<file path="config.mk">
export PLATFORM = sky130hd
export DESIGN_NAME = mmio_bridge
export DESIGN_NICKNAME = d
export VERILOG_FILES = /design/src/rtl/mmio_bridge.sv
export SDC_FILE = /design/constraint.sdc
export NUM_CORES = 1
export LEC_CHECK = 0
export ABC_AREA = 1
export BUFFER_PORTS_ARGS = -buffer_cell sky130_fd_sc_hd__buf_2
export CORE_MARGIN = 1
export CORE_UTILIZATION = 54
export CTS_BUF_LIST = sky130_fd_sc_hd__clkbuf_8 sky130_fd_sc_hd__clkbuf_16
export DETAILED_ROUTE_END_ITERATION = 8
export PLACE_DENSITY = 0.93
export REMOVE_ABC_BUFFERS = 1
export SLEW_MARGIN = 15
export SYNTH_ARGS = -nofsm -noshare
export SYNTH_HDL_FRONTEND = slang
export SYNTH_SLANG_ARGS = --single-unit
</file>
<file path="constraint.sdc">
create_clock -name clk -period 2.7 [get_ports clk]
set_input_delay 0.135 -clock clk [delete_from_list [all_inputs] [get_ports clk]]
set_output_delay 0.135 -clock clk [all_outputs]
set_load 0.05 [all_outputs]
</file>
<file path="src/rtl/mmio_bridge.sv">
// Data-side bridge: serves a small MMIO window (output regs + cycle counter) locally, forwards the rest to SRAM.
// Latency: MMIO ack 2nd cycle after req sampled; SRAM ack 1 cycle after ram_ack_i.
// Backpressure: CPU holds req until ack; SRAM request held until ram_ack_i; req ignored outside IDLE.
module mmio_bridge #(
    parameter logic [31:0] BASE_ADDR = 32'hBFD00400,
    parameter int          NUM_REGS  = 4,
    parameter int          SRAM_AW   = 20
) (
    input  logic                     clk,
    input  logic                     rst,
    input  logic                     cpu_req_i,
    input  logic                     cpu_we_i,
    input  logic [3:0]               cpu_be_i,
    input  logic [31:0]              cpu_addr_i,
    input  logic [31:0]              cpu_wdata_i,
    output logic [31:0]              cpu_rdata_o,
    output logic                     cpu_ack_o,
    output logic                     ram_req_o,
    output logic                     ram_we_o,
    output logic [3:0]               ram_be_o,
    output logic [SRAM_AW-1:0]       ram_addr_o,
    output logic [31:0]              ram_wdata_o,
    input  logic [31:0]              ram_rdata_i,
    input  logic                     ram_ack_i,
    output logic [NUM_REGS*32-1:0]   gpio_o
);

    localparam logic [1:0] IDLE     = 2'd0;
    localparam logic [1:0] RAM_WAIT = 2'd1;
    localparam logic [1:0] ACK      = 2'd2;

    logic [1:0]         state_q, state_d;
    logic [31:0]        cpu_rdata_q, cpu_rdata_d;
    logic               ram_req_q, ram_req_d;
    logic               ram_we_q, ram_we_d;
    logic [3:0]         ram_be_q, ram_be_d;
    logic [SRAM_AW-1:0] ram_addr_q, ram_addr_d;
    logic [31:0]        ram_wdata_q, ram_wdata_d;
    logic [31:0]        gpio_q [NUM_REGS];
    logic [31:0]        gpio_d [NUM_REGS];
    logic [31:0]        cnt_q, cnt_d;

    logic [29:0]        word_off;
    logic               mmio_hit;
    logic               cnt_hit;
    logic [31:0]        reg_rdata;
    logic               unused_addr_lsb;

    // Byte-lane merge shared by register and counter writes.
    function automatic logic [31:0] byte_merge(input logic [31:0] old_v,
                                               input logic [31:0] new_v,
                                               input logic [3:0]  be);
        logic [31:0] r;
        r = old_v;
        for (int i = 0; i < 4; i++) begin
            if (be[i]) r[8*i +: 8] = new_v[8*i +: 8];
        end
        return r;
    endfunction

    // Word offset from the window base; addresses below the base wrap to huge offsets and miss.
    assign word_off        = cpu_addr_i[31:2] - BASE_ADDR[31:2];
    assign mmio_hit        = (word_off <= 30'(NUM_REGS));
    assign cnt_hit         = (word_off == 30'(NUM_REGS));
    assign unused_addr_lsb = ^cpu_addr_i[1:0];

    // Read-back mux over the window; the counter is the word just past the last register.
    always_comb begin
        reg_rdata = cnt_q;
        for (int k = 0; k < NUM_REGS; k++) begin
            if (word_off == 30'(k)) reg_rdata = gpio_q[k];
        end
    end

    // Next-state logic: FSM, register writes, counter, SRAM request capture.
    always_comb begin
        state_d     = state_q;
        cpu_rdata_d = cpu_rdata_q;
        ram_req_d   = ram_req_q;
        ram_we_d    = ram_we_q;
        ram_be_d    = ram_be_q;
        ram_addr_d  = ram_addr_q;
        ram_wdata_d = ram_wdata_q;
        cnt_d       = cnt_q + 32'd1;
        for (int k = 0; k < NUM_REGS; k++) gpio_d[k] = gpio_q[k];

        case (state_q)
            IDLE: begin
                if (cpu_req_i) begin
                    if (mmio_hit) begin
                        if (cpu_we_i) begin
                            if (cnt_hit) begin
                                // A counter write replaces this cycle's increment.
                                cnt_d = byte_merge(cnt_q, cpu_wdata_i, cpu_be_i);
                            end else begin
                                for (int k = 0; k < NUM_REGS; k++) begin
                                    if (word_off == 30'(k))
                                        gpio_d[k] = byte_merge(gpio_q[k], cpu_wdata_i, cpu_be_i);
                                end
                            end
                        end else begin
                            cpu_rdata_d = reg_rdata;
                        end
                        state_d = ACK;
                    end else begin
                        ram_req_d   = 1'b1;
                        ram_we_d    = cpu_we_i;
                        ram_be_d    = cpu_be_i;
                        ram_addr_d  = cpu_addr_i[SRAM_AW+1:2];
                        ram_wdata_d = cpu_wdata_i;
                        state_d     = RAM_WAIT;
                    end
                end
            end
            RAM_WAIT: begin
                if (ram_ack_i) begin
                    ram_req_d = 1'b0;
                    if (!ram_we_q) cpu_rdata_d = ram_rdata_i;
                    state_d = ACK;
                end
            end
            ACK: begin
                state_d = IDLE;
            end
            default: begin
                state_d = IDLE;
            end
        endcase
    end

    // State registers with synchronous reset; reset abandons any in-flight transaction.
    always_ff @(posedge clk) begin
        if (rst) begin
            state_q     <= IDLE;
            cpu_rdata_q <= '0;
            ram_req_q   <= 1'b0;
            ram_we_q    <= 1'b0;
            ram_be_q    <= '0;
            ram_addr_q  <= '0;
            ram_wdata_q <= '0;
            cnt_q       <= '0;
            for (int k = 0; k < NUM_REGS; k++) gpio_q[k] <= '0;
        end else begin
            state_q     <= state_d;
            cpu_rdata_q <= cpu_rdata_d;
            ram_req_q   <= ram_req_d;
            ram_we_q    <= ram_we_d;
            ram_be_q    <= ram_be_d;
            ram_addr_q  <= ram_addr_d;
            ram_wdata_q <= ram_wdata_d;
            cnt_q       <= cnt_d;
            for (int k = 0; k < NUM_REGS; k++) gpio_q[k] <= gpio_d[k];
        end
    end

    assign cpu_ack_o   = (state_q == ACK);
    assign cpu_rdata_o = cpu_rdata_q;
    assign ram_req_o   = ram_req_q;
    assign ram_we_o    = ram_we_q;
    assign ram_be_o    = ram_be_q;
    assign ram_addr_o  = ram_addr_q;
    assign ram_wdata_o = ram_wdata_q;

    for (genvar g = 0; g < NUM_REGS; g++) begin : g_gpio
        assign gpio_o[32*g +: 32] = gpio_q[g];
    end

endmodule

</file>
==> results.py <==
metrics = {
    "synthesis": {
        "synth.largest_area_cell": "dfxtp_1",
        "synth_compound_area_share_pct": 19.8,
        "synthMostInstantiatedCell": "nand2_1",
        "synth_edf_count": 0,
        "synth_top_family_by_area": "simple AND/OR/NAND/NOR gates",
        "synthesis.area_mm2": 0.0132,
        "synth-main-ff-cell": "dfxtp_1",
        "ys_warn_count": 0,
        "yosysTopAreaCellShare_pct": 38.3,
        "synth-simple-area-share_pct": 27.9,
        "synth_cell_types": 39,
        "syn_inst": 1996,
        "synth_area_per_cell_um2": 6.60,
        "synthTopCellsByArea": "dfxtp_1 38%, nand2_1 10%, a21oi_1 9.5%",
        "synthArstFlopShare_pct": 0,
        "ys_seq_area_share_pct": 38.3,
        "ys_ff_latch": 252,
        "synth_xor_area_share_pct": 1.46,
        "synth_common_cells": "355 x nand2_1, 281 x inv_1, 252 x dfxtp_1",
        "muxShareOfSynthArea_pct": 0,
        "yosys.area_share.adder_pct": 0.0950,
    },
    "finish": {
        "fin_cells": 2734,
        "drive_above_1_share_pct": 20.9,
        "post-route-util_pct": 73.8,
        "multi_input_area_mm2": 0.00655,
        "regArea_mm2": 0.00504,
        "fillCellCount": 1786,
        "nNetsFinal": 2499,
        "areaGrowthSynthToFinish_pct": 32.7,
    },
    "critical_path": {
        "cp_max_fo": 24,
        "cp_common_cell": "nand2_1",
        "crit_type": "input pin to flip-flop",
        "r2r_cells": 14,
        "crit_path_max_incr_delay_ns": 0.54,
        "worstPathCellList": "dlygate4sd3_1 > buf_2 > nor2_1 > nand2_1 > nor3_2 > nand4_1 > nand2_1 > nand2_1 > nand2_1 > nand3b_1 > buf_4 > nor2_1 > nand2_1 > a21oi_1",
        "r2r-end": "cnt_q[28]",
        "critPathSlowestCell": "dlygate4sd3_1",
        "r2r_slack_ns": 0.18,
        "rr_startpoint": "cnt_q[1]",
        "setup.worst_path.end_class": "flip-flop",
        "critical_path_buf_inv_count": 3,
        "critical-path-top-delay-family": "simple AND/OR/NAND/NOR gates",
        "start_kind": "input pin",
        "worstPathRequired_ns": 3.15,
        "arrival_ns": 3.01,
    },
    "min_path": {
        "hold_end": "cpu_rdata_o[29]",
        "hold_depth": 5,
        "hold_class": "input pin to flip-flop",
        "hp-start": "ram_rdata_i[29]",
    },
    "floorplanning": {
        "ios": 324,
        "coreArea_mm2": 0.0237,
        "start_util_pct": 55.6,
        "dieWidth_um": 158,
        "die_y_um": 158,
        "dieArea_mm2": 0.0250,
        "num_rows": 56,
    },
    "timing": {
        "slew_headroom_pct": 51.3,
        "hold_violations": 0,
        "tightest_slew_ns": 0.731,
        "skew_ns": 0.0198,
        "slew_viol_final": 0,
        "finalCritPeriodShare_pct": 94.9,
        "period_needed_ns": 2.56,
        "setup_viol": 0,
        "max_freq_mhz": 390,
    },
    "grt": {
        "grt_use_total_pct": 39.2,
        "grt_pass1_wl_um": 77400,
        "gr-total-overflow": 0,
        "first_global_vias": 15342,
        "antenna_found_initial": 1,
        "grt_max_degree": 75,
    },
    "place": {
        "dp.cells": 2609,
        "dp_hpwl_um": 32000,
        "gp_congestion": 0.969,
        "portBuffers": 321,
    },
    "run": {
        "max-cap-violations": 0,
    },
    "routing": {
        "vias": 15853,
        "wirelength_um": 49800,
        "drcViolationCount": 0,
        "firstDrtPassIters": 8,
        "drt-initial-drc-count": 1625,
        "viasPerCell": 5.80,
        "wl_per_cell_um": 18.2,
        "ant_nets": 0,
    },
    "clocking": {
        "cts_tree": "yes",
        "cts.sinks": 252,
        "cts.reportedPaths.clkPinSlew_ns": 0.07,
        "clk_path_buf_depth": 3,
        "post_cts_buffers": 0,
        "insertion_delay_ns": 0.55,
        "cts_buffers": 28,
        "cts_root_buf": "clkbuf_16",
        "htree_levels": 1,
    },
    "outcome": {
        "status": "completed",
    },
    "power": {
        "p_leak_nw": 8.51,
        "pwr-share-clk_pct": 45.1,
        "switching_power_mw": 2.65,
        "power.density_mw_per_mm2": 546,
        "internal_power_mw": 6.88,
        "peakVddDrop_mv": 0.463,
        "pwr-share-seq_pct": 40.7,
        "combPwrFrac_pct": 14.2,
        "switching_share_pct": 27.8,
    },
}
[flip-flops by register name (all words and copies together), names as in the netlist]
register,count
ram_addr_o,20
ram_be_o,4
ram_wdata_o,32
gpio_q,128
cnt_q,32
cpu_rdata_o,32
ram_we_o,1
state_q,2
ram_req_o,1
[routing by layer]
metal | routed length [µm] | GRT usage [%]
met5 | 0 | 0.621
met4 | 3110 | 25.8
met3 | 5120 | 8.95
met2 | 23400 | 65.1
met1 | 18300 | 45.1
[how the worst max path moves through the flow]
stage	from	end	slack, ns	cells past startpoint
2_1_floorplan	cpu_addr_i[12]	cpu_rdata_o[0]	-1.50	14
3_3_place_gp	cpu_addr_i[13]	cpu_rdata_o[25]	-0.01	21
3_5_place_dp	cpu_addr_i[10]	cnt_q[18]	-0.12	20
4_1_cts	cnt_q[1]	cnt_q[28]	0.14	14
5_1_grt	cpu_addr_i[10]	cpu_rdata_o[15]	-0.05	21
6_report	cpu_addr_i[7]	cpu_rdata_o[15]	0.14	14
[power groups by stage]
stage                     combinational, mW  sequential, mW  clock (mW)
after floorplan                       0.453            4.29           0
after global placement                 1.19            3.95           0
after detailed placement               1.22            3.96           0
after CTS                              1.31            3.88        4.29
after global routing                   1.45            3.89        4.45
final                                  1.35            3.88        4.30
[worst register-to-register path, delay by kind of cell (launching register included)]
family / cells / cell delay, ns
simple gates: 11 / 1.63
flops: 1 / 0.38
fa+ha+maj: 1 / 0.22
buf+inv: 1 / 0.10
compound gates: 1 / 0.06
[per-stage QoR]
stage | setup slack, ns | TNS [ns] | hold slack [ns] | area (µm²) | power, mW
2_1_floorplan | -1.50 | -217.89 | 0.204 | 12600 | 4.74
3_3_place_gp | -0.0131 | -0.0131 | 0.417 | 15700 | 5.15
3_5_place_dp | -0.116 | -2.19 | 0.430 | 15700 | 5.18
4_1_cts | 0.139 | 0 | 0.000794 | 17500 | 9.48
5_1_grt | -0.0488 | -0.0751 | 0.0470 | 17500 | 9.80
6_report | 0.136 | 0 | 0.00899 | 17500 | 9.54
[layout make-up]
cell class                      count  area share, %
Tap cell                          319           2.28
Timing Repair Buffer              480           19.3
Antenna cell                        1         0.0143
Clock buffer                       34           4.54
Clock inverter                     17           1.40
Inverter                          287           6.18
Sequential cell                   252           28.9
Multi-Input combinational cell   1344           37.4
[cell usage in the layout (no fill, tap or decap), types with 21 or more instances in the layout]
| master | n |
|---|---|
| buf_12 | 31 |
| inv_1 | 284 |
| buf_2 | 321 |
| nand4_1 | 44 |
| nor2_1 | 146 |
| nand2_1 | 353 |
| dlygate4sd3_1 | 73 |
| xor2_1 | 21 |
| clkbuf_16 | 29 |
| nand3_1 | 189 |
| a21oi_1 | 251 |
| buf_4 | 55 |
| o21ai_1 | 32 |
| o21ai_0 | 223 |
| dfxtp_1 | 252 |
[cell families after synthesis]
logic type	after synthesis
buffers and inverters	400
adders and majority gates	1
xor gates and xnor gates	22
DFF	252
and+or+nand+nor	804
AOI/OAI and AO/OA	517
[repair_timing]
action	in CTS	in global routing
resized for setup	0	3
endpoints found under the setup margin	0	3
endpoints found under the hold margin	210	0
hold buffers	73	0
Note: power is estimated with default switching activity, not from simulation.
